File: config.mk
export PLATFORM = sky130hd
export DESIGN_NAME = piso_tx
export DESIGN_NICKNAME = d
export VERILOG_FILES = /design/src/rtl/piso_pkg.sv /design/src/rtl/piso_tx_bit_timer.sv /design/src/rtl/piso_tx.sv
export SDC_FILE = /design/constraint.sdc
export NUM_CORES = 1
export LEC_CHECK = 0
export CAP_MARGIN = 5
export CORE_MARGIN = 8
export CORE_UTILIZATION = 56
export DETAILED_ROUTE_END_ITERATION = 12
export PLACE_DENSITY_LB_ADDON = 0.2
export SYNTH_ARGS = -nofsm -noshare
export SYNTH_HDL_FRONTEND = slang
export SYNTH_SLANG_ARGS = --single-unit
File: constraint.sdc
create_clock -name clk -period 3.2 [get_ports clk]
set_input_delay 0.8 -clock clk [delete_from_list [all_inputs] [get_ports clk]]
set_output_delay 0.8 -clock clk [all_outputs]
set_load 0.01 [all_outputs]
File: src/rtl/piso_pkg.sv
// Shared types and helpers for the piso_tx parallel-in serial-out transmitter.
// Provides the FSM state enum, counter-width helper and default idle level.
package piso_pkg;

    typedef enum logic {
        IDLE  = 1'b0,
        SHIFT = 1'b1
    } state_t;

    localparam logic IDLE_LEVEL_DEF = 1'b0;

    // Width of a counter spanning 0..n-1, never narrower than one bit.
    function automatic int cnt_w(input int n);
        return (n < 2) ? 1 : $clog2(n);
    endfunction

endpackage

File: src/rtl/piso_tx_bit_timer.sv
// Bit-period timer: counts clk cycles within one serial bit of piso_tx.
// Ports: clk, reset (sync, active-high), run, restart in; tick out (last cycle of period).
module bit_timer
    import piso_pkg::*;
#(
    parameter int CLKS_PER_BIT = 1
) (
    input  logic clk,
    input  logic reset,
    input  logic run,
    input  logic restart,
    output logic tick
);

    localparam int CW = cnt_w(CLKS_PER_BIT);
    localparam logic [CW-1:0] LAST = CW'(CLKS_PER_BIT - 1);

    logic [CW-1:0] cnt;

    assign tick = run & (cnt == LAST);

    // Cleared explicitly at terminal count so it never relies on overflow.
    always_ff @(posedge clk) begin
        if (reset || restart) begin
            cnt <= '0;
        end else if (tick) begin
            cnt <= '0;
        end else if (run) begin
            cnt <= cnt + 1'b1;
        end
    end

endmodule

File: src/rtl/piso_tx.sv
// Parallel-in serial-out transmitter with a one-word holding register.
// Ports: clk, reset, in_data/in_valid/in_ready handshake; sdata, sframe,
// word_done (last cycle of a word) and busy outputs.
module piso_tx
    import piso_pkg::*;
#(
    parameter int   WIDTH        = 8,
    parameter int   CLKS_PER_BIT = 1,
    parameter int   LSB_FIRST    = 0,
    parameter logic IDLE_LEVEL   = IDLE_LEVEL_DEF
) (
    input  logic             clk,
    input  logic             reset,
    input  logic [WIDTH-1:0] in_data,
    input  logic             in_valid,
    output logic             in_ready,
    output logic             sdata,
    output logic             sframe,
    output logic             word_done,
    output logic             busy
);

    localparam int BW = cnt_w(WIDTH);
    localparam logic [BW-1:0] LAST_BIT = BW'(WIDTH - 1);

    state_t           state;
    state_t           state_n;
    logic [WIDTH-1:0] shreg;
    logic [WIDTH-1:0] shreg_n;
    logic [WIDTH-1:0] hold;
    logic             hold_full;
    logic [BW-1:0]    bitcnt;
    logic [BW-1:0]    bitcnt_n;
    logic             sdata_n;
    logic             load;
    logic             tick;
    logic             last_bit;
    logic             accept;

    bit_timer #(
        .CLKS_PER_BIT(CLKS_PER_BIT)
    ) u_timer (
        .clk    (clk),
        .reset  (reset),
        .run    (state == SHIFT),
        .restart(load && (state == IDLE)),
        .tick   (tick)
    );

    assign in_ready  = ~hold_full & ~reset;
    assign accept    = in_valid & in_ready;
    assign last_bit  = (bitcnt == LAST_BIT);
    assign word_done = (state == SHIFT) & tick & last_bit;
    assign busy      = (state == SHIFT) | hold_full;

    always_comb begin
        state_n  = state;
        shreg_n  = shreg;
        bitcnt_n = bitcnt;
        load     = 1'b0;
        unique case (state)
            IDLE: begin
                if (hold_full) begin
                    load     = 1'b1;
                    state_n  = SHIFT;
                    shreg_n  = hold;
                    bitcnt_n = '0;
                end
            end
            SHIFT: begin
                if (tick) begin
                    if (last_bit) begin
                        bitcnt_n = '0;
                        // A held word follows with no idle gap.
                        if (hold_full) begin
                            load    = 1'b1;
                            shreg_n = hold;
                        end else begin
                            state_n = IDLE;
                        end
                    end else begin
                        bitcnt_n = bitcnt + 1'b1;
                        if (LSB_FIRST != 0) begin
                            shreg_n = {1'b0, shreg[WIDTH-1:1]};
                        end else begin
                            shreg_n = {shreg[WIDTH-2:0], 1'b0};
                        end
                    end
                end
            end
            default: state_n = IDLE;
        endcase
        // sdata is registered, so it is computed from the next shifter value.
        sdata_n = IDLE_LEVEL;
        if (state_n == SHIFT) begin
            sdata_n = (LSB_FIRST != 0) ? shreg_n[0] : shreg_n[WIDTH-1];
        end
    end

    always_ff @(posedge clk) begin
        if (reset) begin
            state     <= IDLE;
            shreg     <= '0;
            hold      <= '0;
            hold_full <= 1'b0;
            bitcnt    <= '0;
            sdata     <= IDLE_LEVEL;
            sframe    <= 1'b0;
        end else begin
            state  <= state_n;
            shreg  <= shreg_n;
            bitcnt <= bitcnt_n;
            sdata  <= sdata_n;
            sframe <= (state_n == SHIFT);
            if (accept) begin
                hold <= in_data;
            end
            // load needs hold_full and accept needs ~hold_full: never both.
            if (load) begin
                hold_full <= 1'b0;
            end else if (accept) begin
                hold_full <= 1'b1;
            end
        end
    end

endmodule

# Yosys cells after proc, flatten, opt, wreduce, memory -nomap -nowiden
# Cells that the tools add are included.
# op_classes
addsub	2
n_eq_ne	3
mux	15
n_bitwise	11
n_reduce_logical	6
# ops
cell	n
$mux 8	3
$pmux 8 s2	1
$mux 3	3
$pmux 3 s2	1
$reduce_or 2->1	3
$and 1x1->1	5
$mux 1	5
$not 1->1	5
$pmux 1 s2	2
$add 3x1->3 const B	1
$eq 3x3->1 const B	1
$ne 2x1->1 const B	1
$ne 2x2->1 const B	1
$reduce_and 2->1	1
$add 1x1->1 const B	1
$logic_and 1x1->1	1
$logic_or 1x1->1	1
$or 1x1->1	1
# word_totals
register_bits	23
in_bits	11
out_inout_bits	5
elab_cells	45

# Depth between registers and ports, before layout
# depth
depth_word	7
mapped_depth	5
depth_no_buf	5

# Cells and area by module
# Synthesis repeated with hierarchy kept, for this count alone.
# unflattened
cells_unflattened	120
area_unflattened_um2	1079.8
# modules_own_cells
module	instances	cells_per_inst	area_each_um2	seq_area_each_um2
piso_tx	1	117	1038.5	440.4
bit_timer	1	3	41.3	20.0

# Least setup slack after synthesis
# No wires, ideal clock.
# synth_path
path_type	input port to output port
startpoint	input port reset
endpoint	output port in_ready
t_arrival_ns	1.189
setup_slack_ns	1.211
path_stages	2
cell_sequence	clkbuf_1 nor2_1
# synth_between
elab_chain_len	2
# synth_rtl
item	line_no	source
from (decl)	piso_tx.sv:13	input logic reset,
$not 1->1	piso_tx.sv:50	assign in_ready = ~hold_full & ~reset;
$and 1x1->1	piso_tx.sv:50	
to (decl)	piso_tx.sv:16	output logic in_ready,
# Every way passes these cells.

# Final worst setup path
# Same ends and word-level chain as after synthesis.

==> flow_summary.yaml <==
critical_path:
  arrival_ns: 1.97
  path_class: "in -> out"
  crit_required_ns: 2.40
  crit_start: "reset"
  endpoint_kind: "primary output"
  r2r_cells: 5
  worst-path-max-fanout: 2
  timing.rr.start: "bitcnt[0]"
  startpoint_type: "input port"
clock_tree:
  htree_levels: 1
  clk_path_buf_depth: 2
  clk_pin_slew_ns: 0.12
  cts_hold_buf: 0
  insertion_delay_ns: 0.31
  cts_resized: 0
  numCtsBuffers: 3
  cts_root_buf: "clkbuf_4"
  post_cts_buffers: 0
  clock_sinks: 23
  cts_tree: "yes"
timing:
  finalMaxSlewViolations: 0
  fin_skew_ns: 0.00434
  hold_ws_ns: 0.468
  finalHoldViolations: 0
  finalSetupTns_ns: 0
  setup_viol: 0
  post-route-period-util: 0.865
  max-slew-margin-rel: 0.713
  tightest_slew_ns: 0.430
  fmax_ghz: 0.361
  period_needed_ns: 2.77
  rsz0062_at_grt: "no"
synthesis:
  yosys-mux-area-fraction: 0.0938
  synth-simple-area-share: 0.207
  syn_avg_cell_area_um2: 9.23
  synth-seq-cells: 23
  synth_top_cell_area_share: 0.416
  synth_adder_area_share: 0.0339
  synth_area_leaders: "dfxtp_1 42%, a21oi_1 8.6%, mux2i_1 6.3%"
  synth_compound_area_frac: 0.180
  synth.distinct_cells: 30
  yosysTopAreaCell: "dfxtp_1"
  syn_area_mm2: 0.00111
  async_reset_ff_frac: 0
  synth_top_family_by_area: "simple AND/OR/NAND/NOR gates"
  syn_nets: 134
  synth-main-ff-cell: "dfxtp_1"
  synth_edf_count: 0
  synthXorXnorAreaFrac: 0
  yosysSeqAreaShare: 0.416
  synthCells: 120
  synth_warnings: 0
power:
  ir_drop_mv: 0.295
  design_power_total_uw: 517
  leakagePower_uw: 0.000474
  power_density_mw_per_mm2: 404
placed_design:
  hpwlAfterDp_um: 1650
  port_buffers: 15
  gp_congestion: 0.784
floorplan:
  die_x_um: 60.5
  ios: 16
  die_y_um: 60.5
  rows: 16
  die-area_mm2: 0.00366
  core_mm2: 0.00192
  floorplan.initialDensity: 0.576
routing:
  ant_nets: 0
  dr.first_iter.drc_count: 29
  avgRoutedWirePerCell_um: 14.1
  dr.pass1.iters: 4
  wirelength_um: 2280
  route.detailed.drc: 0
  vias: 904
  post_drt_via_cell_ratio: 5.58
global_route:
  grt_start_max_net_pins: 23
  grt_first_pass_wirelength_um: 4170
  first_global_vias: 934
  track_usage: 0.147
  antenna_found_initial: 0
  grt-ovfl-total: 0
finish:
  post-route-util: 0.667
  seqCellArea_um2: 460
  multi_input_area_um2: 569
  area_growth_pct: 15.7
  final_nets: 150
  fillers: 181
  drive_gt1_frac: 0.126
  diodes: 0
hold_path:
  hp-class: "reg -> reg"
  min_path_cells: 2
  hp-start: "hold[0]"
run:
  cap_violations: 0
run_status:
  status: "complete, no violations"
## worst max-delay path, cell delays in order
cell and delay, ns:
clkdlybuf4s50_1 0.43, nor2_1 0.17, clkdlybuf4s50_1 0.57
## metal layers
layer	GRT usage	vias up	part of all wire
met5	0	-	0
met4	0.0598	0	0.011
met3	0.0233	4	0.053
met2	0.245	25	0.49
met1	0.183	424	0.45
li1	-	451	-
## metrics by stage
stage                     area, um2  setup slack, ns  std cells
after floorplan                1110             1.21        120
after global routing           1280            0.380        162
after detailed placement       1250            0.428        158
after CTS                      1280            0.428        162
final                          1280            0.433        162
after global placement         1250            0.420        158
## cell families (layout without fill, tap and decap cells)
group / after synthesis / in the layout
fa+ha+maj: 3 / 3
mux: 10 / 10
compound gates: 33 / 33
simple gates: 40 / 40
buf+inv: 11 / 26
flops: 23 / 23
## state kept, by name, indices dropped and copies added (netlist names)
register and count:
hold 8, shreg 8, bitcnt 3, hold_full 1, sdata 1, state 1, u_timer.cnt 1
## final timing paths
kind                            slack [ns]        to
worst max register to register        1.50  shreg[3]
worst min register to register        0.47   hold[0]
worst min-delay path                  0.47   hold[0]
worst max-delay path                  0.43  in_ready
## power by group
part / total (uW) / internal (uW) / switching (uW)
logic: 76.0 / 38.2 / 37.8
registers: 305 / 298 / 7.25
clock network: 136 / 48.7 / 87.1
total: 517 / 385 / 132
## layout by cell type, fill, tap and decap left out
master	Yosys	final
and4bb_2	1	1
o21bai_1	1	1
ha_1	3	3
nand2_1	16	16
mux2i_1	7	7
clkbuf_4	0	3
nand2b_1	3	3
nor3b_1	8	8
and2b_1	1	1
o21ai_0	2	2
dfxtp_1	23	23
or3_1	2	2
a21boi_2	1	1
nand2_2	1	1
a311oi_2	1	1
buf_4	0	4
mux2_2	3	3
nor2b_4	1	1
o22ai_1	6	6
nor3_2	1	1
a22oi_1	1	1
a31oi_1	1	1
nor3_1	1	1
nor2_1	4	4
and3_2	1	1
clkbuf_1	1	1
inv_1	3	3
clkdlybuf4s50_1	0	15
a221oi_1	1	1
a21oi_1	19	19
## Yosys cell counts, types with 2 or more instances
master and number:
mux2i_1 7, o21ai_0 2, nor3b_1 8, ha_1 3, buf_6 2, mux2_2 3, or3_1 2, o22ai_1 6
inv_1 3, nor2_1 4, a21oi_1 19, nand2_1 16, dfxtp_1 23, nand2b_1 3, buf_2 4
## area by class of cell
class / instances / share of cell area
Sequential cell: 23 / 0.359
Inverter: 3 / 0.00879
Timing Repair Buffer: 19 / 0.141
Tap cell: 27 / 0.0264
Multi-Input combinational cell: 86 / 0.444
Clock buffer: 4 / 0.0205
Power figures use the tool's default switching activity.
